File: config.mk
export PLATFORM = sky130hd
export DESIGN_NAME = draw_list_master_flat
export DESIGN_NICKNAME = d
export VERILOG_FILES = /design/src/rtl/draw_list_master_pkg.sv /design/src/rtl/draw_list_master_if.sv /design/src/rtl/draw_list_master.sv /design/src/flat_wrapper.sv
export SDC_FILE = /design/constraint.sdc
export NUM_CORES = 1
export LEC_CHECK = 0
export ABC_AREA = 1
export BUFFER_PORTS_ARGS = -buffer_cell sky130_fd_sc_hd__buf_2
export CAP_MARGIN = 20
export CORE_MARGIN = 4
export CORE_UTILIZATION = 53
export DETAILED_ROUTE_END_ITERATION = 8
export PLACE_DENSITY = 0.86
export SLEW_MARGIN = 10
export SYNTH_ARGS = -nofsm -noshare
export SYNTH_HDL_FRONTEND = slang
export SYNTH_SLANG_ARGS = --single-unit
File: constraint.sdc
create_clock -name CLK -period 5.2 [get_ports CLK]
set_clock_uncertainty 0.2 [all_clocks]
set_input_delay 0.52 -clock CLK [delete_from_list [all_inputs] [get_ports CLK]]
set_output_delay 0.52 -clock CLK [all_outputs]
set_load 0.01 [all_outputs]
File: src/rtl/draw_list_master_pkg.sv
`default_nettype none
// ============================================================================
// copy_engine_pkg : copy-engine register map and draw-list master state codes
// Rev 1.0
// ============================================================================
package copy_engine_pkg;

  localparam int CE_DATA_W = 32;
  localparam int CE_ADDR_W = 4;

  localparam logic [3:0] CE_REG_X_START = 4'd0;
  localparam logic [3:0] CE_REG_X_END   = 4'd1;
  localparam logic [3:0] CE_REG_Y_START = 4'd2;
  localparam logic [3:0] CE_REG_Y_END   = 4'd3;
  localparam logic [3:0] CE_REG_SRC     = 4'd4;
  localparam logic [3:0] CE_REG_PALETTE = 4'd5;
  localparam logic [3:0] CE_REG_FLIP    = 4'd6;
  localparam logic [3:0] CE_REG_FRAME   = 4'd14;
  localparam logic [3:0] CE_REG_EXEC    = 4'd15;

  localparam int CE_CMD_WORDS = 7;

  typedef logic [2:0] dlm_state_t;

  localparam dlm_state_t S_IDLE     = 3'd0;
  localparam dlm_state_t S_FETCH    = 3'd1;
  localparam dlm_state_t S_WR       = 3'd2;
  localparam dlm_state_t S_KICK     = 3'd3;
  localparam dlm_state_t S_GAP      = 3'd4;
  localparam dlm_state_t S_POLL     = 3'd5;
  localparam dlm_state_t S_FINISH   = 3'd6;
  localparam dlm_state_t S_ABORT_WR = 3'd7;

  // List word k of a command lands in this copy-engine register.
  function automatic logic [3:0] word_reg(input logic [2:0] k);
    case (k)
      3'd0:    return CE_REG_X_START;
      3'd1:    return CE_REG_X_END;
      3'd2:    return CE_REG_Y_START;
      3'd3:    return CE_REG_Y_END;
      3'd4:    return CE_REG_SRC;
      3'd5:    return CE_REG_PALETTE;
      default: return CE_REG_FLIP;
    endcase
  endfunction

endpackage
`default_nettype wire

File: src/rtl/draw_list_master_if.sv
`default_nettype none
// ============================================================================
// draw_list_master_if : Avalon-MM link between list master and copy engine
// Rev 1.0
// ============================================================================
interface draw_list_master_if;
  import copy_engine_pkg::*;

  logic                 AVM_CS;
  logic                 AVM_READ;
  logic                 AVM_WRITE;
  logic [CE_ADDR_W-1:0] AVM_ADDR;
  logic [3:0]           AVM_BYTE_EN;
  logic [CE_DATA_W-1:0] AVM_WRITEDATA;
  logic [CE_DATA_W-1:0] AVM_READDATA;
  logic                 AVM_WAITREQUEST;

  modport master (
    output AVM_CS, AVM_READ, AVM_WRITE, AVM_ADDR, AVM_BYTE_EN, AVM_WRITEDATA,
    input  AVM_READDATA, AVM_WAITREQUEST
  );

  modport slave (
    input  AVM_CS, AVM_READ, AVM_WRITE, AVM_ADDR, AVM_BYTE_EN, AVM_WRITEDATA,
    output AVM_READDATA, AVM_WAITREQUEST
  );

endinterface
`default_nettype wire

File: src/rtl/draw_list_master.sv
`default_nettype none
// ============================================================================
// draw_list_master : walks a draw list and programs/kicks/polls the copy engine
// Rev 1.0
// ============================================================================
module draw_list_master
  import copy_engine_pkg::*;
#(
  parameter int LIST_AW       = 10,
  parameter int COUNT_W       = 8,
  parameter int WORDS_PER_CMD = 8,
  parameter int POLL_GAP      = 4
) (
  input  logic                 CLK,
  input  logic                 RESET,
  input  logic                 start,
  input  logic                 abort,
  input  logic [LIST_AW-1:0]   list_base,
  input  logic [COUNT_W-1:0]   list_count,
  output logic [LIST_AW-1:0]   cmd_addr,
  input  logic [31:0]          cmd_data,
  draw_list_master_if.master   avm,
  output logic                 busy,
  output logic                 done,
  output logic                 aborted,
  output logic [COUNT_W-1:0]   cmds_done
);

  localparam int GAP_W = $clog2(POLL_GAP + 1);

  dlm_state_t         state;
  logic [LIST_AW-1:0] base_q;
  logic [COUNT_W-1:0] count_q;
  logic [2:0]         k;
  logic [GAP_W-1:0]   gap_cnt;
  logic               wr_first;
  logic [31:0]        data_hold;

  logic               accepted;
  logic               last_word;
  logic               last_cmd;
  logic               rd;
  logic               wr;
  logic [3:0]         addr;
  logic [31:0]        wdata;
  logic               unused_rdata;

  assign accepted  = !avm.AVM_WAITREQUEST;
  assign last_word = (k == 3'(CE_CMD_WORDS - 1));
  assign last_cmd  = ((cmds_done + COUNT_W'(1)) == count_q);

  // cmds_done doubles as the command index: both restart at zero and step together.
  assign cmd_addr = base_q + LIST_AW'(cmds_done) * LIST_AW'(WORDS_PER_CMD) + LIST_AW'(k);

  assign unused_rdata = ^avm.AVM_READDATA[31:1];

  always_comb begin
    rd    = 1'b0;
    wr    = 1'b0;
    addr  = 4'd0;
    wdata = 32'd0;
    case (state)
      S_WR: begin
        wr    = 1'b1;
        addr  = word_reg(k);
        // Memory data is only guaranteed on the first WR cycle; stalls replay the copy.
        wdata = wr_first ? cmd_data : data_hold;
      end
      S_KICK: begin
        wr    = 1'b1;
        addr  = CE_REG_EXEC;
        wdata = 32'd1;
      end
      S_POLL: begin
        rd    = 1'b1;
        addr  = CE_REG_EXEC;
      end
      S_ABORT_WR: begin
        wr    = 1'b1;
        addr  = CE_REG_EXEC;
      end
      default: ;
    endcase
  end

  assign avm.AVM_CS        = rd | wr;
  assign avm.AVM_READ      = rd;
  assign avm.AVM_WRITE     = wr;
  assign avm.AVM_ADDR      = addr;
  assign avm.AVM_BYTE_EN   = {4{rd | wr}};
  assign avm.AVM_WRITEDATA = wdata;

  always_ff @(posedge CLK) begin
    if (!RESET) begin
      state     <= S_IDLE;
      base_q    <= '0;
      count_q   <= '0;
      k         <= 3'd0;
      gap_cnt   <= '0;
      wr_first  <= 1'b0;
      data_hold <= 32'd0;
      busy      <= 1'b0;
      done      <= 1'b0;
      aborted   <= 1'b0;
      cmds_done <= '0;
    end else begin
      done     <= 1'b0;
      wr_first <= (state == S_FETCH);
      if (state == S_WR && wr_first) data_hold <= cmd_data;

      case (state)
        S_IDLE: begin
          if (start) begin
            base_q    <= list_base;
            count_q   <= list_count;
            cmds_done <= '0;
            k         <= 3'd0;
            busy      <= 1'b1;
            aborted   <= 1'b0;
            state     <= (list_count == '0) ? S_FINISH : S_FETCH;
          end
        end
        S_FETCH: state <= abort ? S_ABORT_WR : S_WR;
        S_WR: begin
          if (accepted) begin
            if (abort) state <= S_ABORT_WR;
            else if (last_word) state <= S_KICK;
            else begin
              k     <= k + 3'd1;
              state <= S_FETCH;
            end
          end
        end
        S_KICK: begin
          if (accepted) begin
            gap_cnt <= '0;
            state   <= abort ? S_ABORT_WR : S_GAP;
          end
        end
        S_GAP: begin
          if (abort) state <= S_ABORT_WR;
          else if (gap_cnt == GAP_W'(POLL_GAP - 1)) state <= S_POLL;
          else gap_cnt <= gap_cnt + GAP_W'(1);
        end
        S_POLL: begin
          if (accepted) begin
            // An engine that reports idle on this read has finished the command, abort or not.
            if (!avm.AVM_READDATA[0]) begin
              cmds_done <= cmds_done + COUNT_W'(1);
              k         <= 3'd0;
            end
            if (abort) state <= S_ABORT_WR;
            else if (avm.AVM_READDATA[0]) begin
              gap_cnt <= '0;
              state   <= S_GAP;
            end else state <= last_cmd ? S_FINISH : S_FETCH;
          end
        end
        S_FINISH: begin
          done    <= 1'b1;
          aborted <= 1'b0;
          busy    <= 1'b0;
          state   <= S_IDLE;
        end
        S_ABORT_WR: begin
          if (accepted) begin
            done    <= 1'b1;
            aborted <= 1'b1;
            busy    <= 1'b0;
            state   <= S_IDLE;
          end
        end
        default: state <= S_IDLE;
      endcase
    end
  end

endmodule
`default_nettype wire

File: src/flat_wrapper.sv
// flat-port wrapper written by rule: the top's interface ports become plain ports
module draw_list_master_flat import copy_engine_pkg::*;
#(
  parameter int LIST_AW       = 10,
  parameter int COUNT_W       = 8,
  parameter int WORDS_PER_CMD = 8,
  parameter int POLL_GAP      = 4
)
  (CLK, RESET, start, abort, list_base, list_count, cmd_addr, cmd_data, busy, done, aborted, cmds_done, avm_AVM_CS, avm_AVM_READ, avm_AVM_WRITE, avm_AVM_ADDR, avm_AVM_BYTE_EN, avm_AVM_WRITEDATA, avm_AVM_READDATA, avm_AVM_WAITREQUEST);
  draw_list_master_if avm_i ();
  input  logic CLK;
  input  logic RESET;
  input  logic start;
  input  logic abort;
  input  logic [LIST_AW-1:0] list_base;
  input  logic [COUNT_W-1:0] list_count;
  output logic [LIST_AW-1:0] cmd_addr;
  input  logic [31:0] cmd_data;
  output logic busy;
  output logic done;
  output logic aborted;
  output logic [COUNT_W-1:0] cmds_done;
  output wire logic [$bits(avm_i.AVM_CS)-1:0] avm_AVM_CS;
  output wire logic [$bits(avm_i.AVM_READ)-1:0] avm_AVM_READ;
  output wire logic [$bits(avm_i.AVM_WRITE)-1:0] avm_AVM_WRITE;
  output wire logic [$bits(avm_i.AVM_ADDR)-1:0] avm_AVM_ADDR;
  output wire logic [$bits(avm_i.AVM_BYTE_EN)-1:0] avm_AVM_BYTE_EN;
  output wire logic [$bits(avm_i.AVM_WRITEDATA)-1:0] avm_AVM_WRITEDATA;
  input wire logic [$bits(avm_i.AVM_READDATA)-1:0] avm_AVM_READDATA;
  input wire logic [$bits(avm_i.AVM_WAITREQUEST)-1:0] avm_AVM_WAITREQUEST;
  assign avm_AVM_CS = avm_i.AVM_CS;
  assign avm_AVM_READ = avm_i.AVM_READ;
  assign avm_AVM_WRITE = avm_i.AVM_WRITE;
  assign avm_AVM_ADDR = avm_i.AVM_ADDR;
  assign avm_AVM_BYTE_EN = avm_i.AVM_BYTE_EN;
  assign avm_AVM_WRITEDATA = avm_i.AVM_WRITEDATA;
  assign avm_i.AVM_READDATA = avm_AVM_READDATA;
  assign avm_i.AVM_WAITREQUEST = avm_AVM_WAITREQUEST;
  draw_list_master #(.LIST_AW(LIST_AW), .COUNT_W(COUNT_W), .WORDS_PER_CMD(WORDS_PER_CMD), .POLL_GAP(POLL_GAP)) u_core (.CLK(CLK), .RESET(RESET), .start(start), .abort(abort), .list_base(list_base), .list_count(list_count), .cmd_addr(cmd_addr), .cmd_data(cmd_data), .avm(avm_i), .busy(busy), .done(done), .aborted(aborted), .cmds_done(cmds_done));
endmodule
==> summary.md, run 1 <==
| Metric | Value |
|---|---|
| Status | finished clean |
| Vias in the first global route | between 3000 and 4000 |
| Final cell count without fillers | 789 |
| Wire length per cell | 13.7 um |
| Max rail drop VDD | 0.000207 V |
| Leak Pwr | around 2.4 nW |
| Antenna Nets Post-Route | 0 |
| Largest net degree at the start of global routing | 63 |
| CP peak stage delay | 0.79 ns |
| Sequential standard cell area | 0.00142 mm2 |
| Critical Path Start Type | register |
| Filler Cells Inserted | 660 |
| Vias per cell | 5.39 |
| Worst min-delay path endpoint | u_core.data_hold[28] |
| HP Class | in -> reg |
| DRT Pass-1 Iters | 5 |
| Die height | 94.3 um |
| Switching Fraction | 0.428 |
| Slew Limit Fails | 0 |
| Cells taking the most area after synthesis | dfxtp_1, nand2_1, a21oi_1, nand3_1, ha_1 |
| Bufs and invs on worst path | 2 |
| Fraction of layout instances using a drive strength above 1 | 0.214 |
| Post-CTS Setup Bufs | 0 |
| FFs w/ async S/R, synth | 0 |
| Top_reg_cell synth | dfxtp_1 |
| # rows | 31 |
| Mapped Cells | about 600 |
| CTS tree | done |
| Vias | 4255 |
| Final setup fails | 0 |
| Initial detailed-routing violation count | 282 |
| # port buffers | 119 |
| Number of diodes | 0 |
| CP endpoint kind | primary output |
| CTS Buf Count | 9 |
| First-pass GRT wire length | 17300 um |
| Slew @ Worst Pin | 1.01 ns |
| Worst R2R Setup Slack | 2.58 ns |
| Hold Path Origin | cmd_data[28] |
| Unrepaired setup endpoints after global routing | no |
| Clk slew on worst S/H paths | 0.08 ns |
| Crit share post-route | 0.629 |
| Synth area leader | dfxtp_1 |
| Total grt overflow | 0 |
| Core ar. | 0.00725 mm2 |
| Clock power frac | 0.219 |
| Gates resized, CTS repair | 0 |
| I/O pin count | 151 |
| H-tree levels | 3 |
| Longest Clk Path Bufs | 2 |
| Synth Register Bits | 71 |
| Hold-fix buffers, CTS | 0 |
| CP Cell Sequence | nor2_1 -> nand2_2 -> clkinv_1 -> nand3_1 -> nand3_1 -> buf_2 |
| Combinational cell fraction of total power | 0.429 |
| Worst path required time | 4.48 ns |
| Relative slew slack | 0.328 |
| Die ar. | 0.00888 mm2 |
| Max_cap viols | 0 |
| DRC viols | 0 |
| Initial antenna violation count | 0 |
| DP Cell Count | 773 |
| RR Startpoint | u_core.state[2] |
| Post-DP HPWL | 7840 um |
| Worst Path Arrival | 2.55 ns |
| RD Place Congestion | slightly below 1 |
| Area growth syn-to-layout | 20.2% |
| Final Critical Period | 3.27 ns |
| Int Power | 1.17 mW |
| Clock Latency Late Sink | around 0.35 ns |
| Net Sw Power | 0.874 mW |
| Most frequent cells in the layout | nand2_1, buf_2, a21oi_1 |
| Ys Warns | 0 |
| Setup Crit Path Kind | reg -> out |
| Worst reg-to-reg path cell count | 9 |
| Final Hold Viols | 0 |
| Synth top area share | 0.361 |
| Clock Sinks | 71 |
| Crit-path slowest cell | clkinv_1 |
| Sequential fraction of design power | 0.352 |
| Most common cell after layout, fill and taps aside | nand2_1 |
| Critical R2R Capture | u_core.cmds_done[7] |
| Worst-path maximum fanout | 36 |
| CTS root buf | clkbuf_8 |
| Pwr/cell area | 431 mW/mm2 |
| CP delay by family, top | buffers and inverters |
| Post-synth EDFFs | 0 |
| GR Util All Layers | 0.242 |
| Area of the multi-input gates | 0.00218 mm2 |
| F_max | between 300 and 400 MHz |
| Post-Syn Area | 0.00394 mm2 |
| Post-synthesis cell type count | 35 |
| Most common cell on crit path | nand3_1 |
| Die width | around 94 um |
| Final net count | between 700 and 800 |
| Synthesized Nets | 690 |
| Starting Density | 0.544 |
| WL final | 10800 um |
| Setup_tns | 0 ns |
| Worst hold path depth | 3 |
| Synthesized area per cell | 6.74 um2 |
| Register area share after synthesis | 0.361 |
kinds of logic after synthesis:
group | after synthesis | synth area share
buffers and inverters | 82 | 0.0860
flip-flops | 71 | 0.361
AND/OR/NAND/NOR | 291 | 0.314
AO/OA/AOI/OAI | 112 | 0.156
XOR/XNOR | 11 | 0.0244
adder cells (fa/ha/maj) | 18 | 0.0590
cell type report:
| cell class | count | share of cell area |
|---|---|---|
| multi-input combinational | 432 | 0.461 |
| sequential | 71 | 0.300 |
| timing repair buffer | 121 | 0.132 |
| inverter | 51 | 0.0404 |
| clock buffer | 10 | 0.0290 |
| tap | 99 | 0.0261 |
| clock inverter | 5 | 0.0124 |
cells in the mapped netlist (all sizes together), types with 2 or more instances:
library cell	n
nand2	176
o31ai	2
xor2	6
nand3	68
nand4	2
nor4	2
o21ai	16
buf	13
xnor2	5
a21oi	76
a31oi	4
inv	50
ha	17
dfxtp	71
nor2	33
clkbuf	18
a211oi	9
nor3	8
worst max path at each step:
stage | depth (start not counted) | endpoint | start
after CTS | 6 | avm_AVM_WRITEDATA[0] | u_core.state[2]
after detailed placement | 6 | avm_AVM_WRITEDATA[0] | u_core.state[2]
after floorplan | 11 | cmd_addr[8] | u_core.k[0]
final | 6 | avm_AVM_WRITEDATA[0] | u_core.state[2]
after global placement | 6 | avm_AVM_WRITEDATA[7] | u_core.state[2]
after global routing | 6 | avm_AVM_WRITEDATA[0] | u_core.state[2]
state kept, by name, indices dropped and copies added, names as in the netlist:
name / flops
u_core.wr_first: 1
u_core.cmds_done: 8
u_core.k: 3
u_core.base_q: 10
u_core.busy: 1
u_core.data_hold: 32
u_core.count_q: 8
u_core.gap_cnt: 3
u_core.aborted: 1
u_core.state: 3
u_core.done: 1
power groups by stage:
| stage | logic [mW] | registers [mW] | clock network, mW |
|---|---|---|---|
| finish | 0.875 | 0.719 | 0.446 |
| CTS | 0.872 | 0.716 | 0.451 |
| floorplan | 0.651 | 0.702 | 0 |
| detailed placement | 0.867 | 0.728 | 0 |
| global placement | 0.836 | 0.723 | 0 |
| global route | 0.980 | 0.729 | 0.478 |
worst register-to-register path, stage by stage, from the launching register on:
cell	delay, ns
dfxtp_1	0.56
inv_1	0.13
nand2_1	0.12
inv_2	0.13
nand2_2	0.41
o21ai_0	0.18
nand2_1	0.34
inv_1	0.22
nor2_1	0.14
a211oi_1	0.05
through the flow:
step	hold WS (ns)	util	total power [mW]	setup WS [ns]	cell area (um2)
global route	0.223	0.653	2.19	1.69	4740
CTS	0.220	0.651	2.04	1.95	4720
detailed placement	0.251	0.623	1.60	2.34	4520
floorplan	0.236	-	1.35	2.61	3940
global placement	0.248	0.623	1.56	2.37	4520
finish	0.234	0.653	2.04	1.93	4740
metal layers:
layer  track usage  wire length (um)
met5             0                 0
met4        0.0710               172
met3        0.0793              1020
met2         0.401              5200
met1         0.297              4380
No activity file was read; power rests on OpenSTA's default activity.
==> run 2: changes to the inputs <==
--- a/config.mk
+++ b/config.mk
@@ -5,13 +5,13 @@
 export SDC_FILE = /design/constraint.sdc
 export NUM_CORES = 1
 export LEC_CHECK = 0
-export ABC_AREA = 1
+export ABC_AREA = 0
 export BUFFER_PORTS_ARGS = -buffer_cell sky130_fd_sc_hd__buf_2
 export CAP_MARGIN = 20
 export CORE_MARGIN = 4
-export CORE_UTILIZATION = 53
+export CORE_UTILIZATION = 50
 export DETAILED_ROUTE_END_ITERATION = 8
-export PLACE_DENSITY = 0.86
+export PLACE_DENSITY = 0.8
 export SLEW_MARGIN = 10
 export SYNTH_ARGS = -nofsm -noshare
 export SYNTH_HDL_FRONTEND = slang
==> constraint.sdc (replaced) <==
create_clock -name CLK -period 3.1 [get_ports CLK]
set_clock_uncertainty 0.2 [all_clocks]
set_input_delay 0.31 -clock CLK [delete_from_list [all_inputs] [get_ports CLK]]
set_output_delay 0.31 -clock CLK [all_outputs]
set_load 0.01 [all_outputs]
==> run 2 against run 1 <==
  * Critical path depth grew 1
  * Wire length increased by 0.58%
  * Design area increased by 7.8%
  * Worst setup slack lost 1.8 ns
  * Via count down 1.9%
  * Critical endpoint is now cmd_addr[9]
  * Sequential power grew 57%
  * Clock-buffer cell count down 1
  * Worst hold slack worse by 0.23 ns
  * Die area is 12% higher
  * Synthesized cell count shrank 5.1%
  * First-iteration DRC count decreased by 22%
  * Flip-flop and latch count unchanged
==> summary.md, run 2 <==
| Metric | Value |
|---|---|
| CTS root buf | clkbuf_8 |
| Vias | ~4200 |
| Net Sw Power | between 1 and 1.5 mW |
| Initial detailed-routing violation count | 220 |
| Final Hold Viols | 0 |
| Clk slew on worst S/H paths | 0.08 ns |
| Most frequent cells in the layout | nand2_1, buf_2, dfxtp_1 |
| CP endpoint kind | primary output |
| Sequential fraction of design power | 0.360 |
| Post-DP HPWL | about 8000 um |
| Post-Syn Area | 0.00419 mm2 |
| Unrepaired setup endpoints after global routing | no |
| Crit-path slowest cell | a2111oi_1 |
| Synthesized Nets | 660 |
| Final net count | around 770 |
| Mapped Cells | 555 |
| First-pass GRT wire length | 18400 um |
| Combinational cell fraction of total power | 0.377 |
| Worst path required time | 2.59 ns |
| Synth area leader | dfxtp_1 |
| Wire length per cell | 14.0 um |
| Starting Density | 0.513 |
| I/O pin count | approximately 150 |
| Top_reg_cell synth | dfxtp_1 |
| CTS tree | done |
| Worst Path Arrival | 2.45 ns |
| Synthesized area per cell | 7.55 um2 |
| Clock power frac | 0.262 |
| Final Critical Period | roughly 3 ns |
| Synth Register Bits | 71 |
| RD Place Congestion | 0.873 |
| Number of diodes | 0 |
| Worst-path maximum fanout | 5 |
| FFs w/ async S/R, synth | 0 |
| Post-synth top cells | nand2_1, dfxtp_1, a21oi_1, nor2_1, mux2i_1 |
| Setup Crit Path Kind | reg -> out |
| Relative slew slack | 0.475 |
| H-tree levels | 3 |
| Ys Warns | 0 |
| WL final | ~11000 um |
| Util after Layout | 0.625 |
| Int Power | just under 2 mW |
| DRC viols | 0 |
| Longest Clk Path Bufs | 2 |
| Max_cap viols | 0 |
| Crit share post-route | 0.955 |
| Most flops, register | u_core.data_hold |
| CTS Buf Count | 9 |
| Top Registers | u_core.data_hold: 32 flops, u_core.base_q: 10 flops |
| Most common cell in the netlist | nand2_1 |
| Critical Path Start Type | register |
| Core ar. | 0.00818 mm2 |
| Switching Fraction | 0.381 |
| Leak Pwr | 2.22 nW |
| HP Class | in -> reg |
| Clock Sinks | 71 |
| Antenna Nets Post-Route | 0 |
| Die height | approximately 100 um |
| Register area share after synthesis | 0.339 |
| Status | finished clean |
| DRT Pass-1 Iters | 4 |
| Die width | 99.6 um |
| Max rail drop VDD | 0.000317 V |
| Final setup fails | 0 |
| Vias per cell | 5.40 |
| Post-synthesis cell type count | 54 |
| Initial antenna violation count | 0 |
| Hold Path Origin | cmd_data[14] |
| Slew Limit Fails | 0 |
| RR Startpoint | u_core.state[1] |
| CP startpoint | u_core.k[1] |
| Cells taking the most area after synthesis | dfxtp_1, nand2_1, mux2i_1, a21oi_1, nor2_1 |
| # rows | 33 |
| # port buffers | 119 |
| Setup_tns | 0 ns |
| Pwr/cell area | 615 mW/mm2 |
| CP Cell Sequence | ha_1 -> a21o_1 -> a211oi_1 -> o21ai_0 -> a2111oi_1 -> nor3b_1 -> buf_2 |
| GR Util All Layers | 0.221 |
| Clock Latency Late Sink | 0.34 ns |
| Max FFs per register | 32 |
| Die ar. | around 0.0099 mm2 |
| F_max | 338 MHz |
| Total grt overflow | 0 |
| CP peak stage delay | 0.47 ns |
| Slew @ Worst Pin | about 0.8 ns |
| Vias in the first global route | roughly 4100 |
| Area growth syn-to-layout | 21.9% |
| Fraction of layout instances using a drive strength above 1 | 0.234 |
| Post-synth EDFFs | 0 |
| Largest net degree at the start of global routing | 45 |
| Synth top area share | 0.339 |
## run 2: power groups by stage
stage | Combinational (mW) | Sequential [mW] | Clock, mW
floorplan | 0.927 | 1.08 | 0
global placement | 1.15 | 1.14 | 0
detailed placement | 1.18 | 1.15 | 0
CTS | 1.19 | 1.13 | 0.837
global route | 1.32 | 1.15 | 0.883
finish | 1.19 | 1.13 | 0.825
## run 2: layout make-up
| type | instances | area [um2] |
|---|---|---|
| Sequential cell | 71 | 1420 |
| Timing Repair Buffer | 133 | 723 |
| Tap cell | 105 | 131 |
| Fill cell | 752 | 3070 |
| Clock buffer | 9 | 124 |
| Inverter | 17 | 63.8 |
| Multi-Input combinational cell | 431 | 2550 |
| Clock inverter | 7 | 95.1 |
## run 2: kinds of logic after synthesis
| kind of cell | Yosys count | synth area share |
|---|---|---|
| fa+ha+maj | 18 | 0.0555 |
| simple gates | 234 | 0.251 |
| compound gates | 121 | 0.168 |
| buf+inv | 53 | 0.0531 |
| xor+xnor | 18 | 0.0376 |
| mux | 40 | 0.0958 |
| flops | 71 | 0.339 |
## run 2: metrics by stage
stage | cell area [um2] | hold slack [ns] | std cells | power (mW) | setup WS (ns)
6_report | 5110 | 0.00470 | 773 | 3.14 | 0.139
5_1_grt | 5110 | 0.00718 | 773 | 3.35 | 0.0353
4_1_cts | 5110 | 0.00239 | 773 | 3.16 | 0.112
3_5_place_dp | 4850 | 0.250 | 753 | 2.33 | 0.508
3_3_place_gp | 4850 | 0.241 | 753 | 2.30 | 0.639
2_1_floorplan | 4190 | 0.228 | 555 | 2.01 | 0.815
## run 2: timing repair
action,4_1_cts,5_1_grt
resized for setup,0,1
endpoints found under the hold margin,4,0
hold buffers,4,0
setup endpoints to repair,0,1
setup buffers,0,0
## run 2: path summary, 6_finish.rpt
path                          end  slack (ns)  cells past startpoint
min reg2reg  u_core.data_hold[13]        0.26                      2
max                   cmd_addr[9]        0.14                      7
min          u_core.data_hold[14]       0.005                      3
max reg2reg   u_core.cmds_done[3]        0.61                      6
## run 2: layer usage
layer  vias up  share of wire  track usage
met3        19          0.054       0.0463
met4         0          0.016       0.0851
li1       2107              -            -
met2       103           0.50        0.385
met5         -              0            0
met1      1944           0.43        0.266
## run 2: worst max-delay path, delay by kind of cell, from the launching register on
family	cells	cell delay (ns)
AND/OR/NAND/NOR	1	0.09
buffers and inverters	1	0.15
adder cells (fa/ha/maj)	1	0.26
flip-flops	1	0.42
AO/OA/AOI/OAI	4	1.19
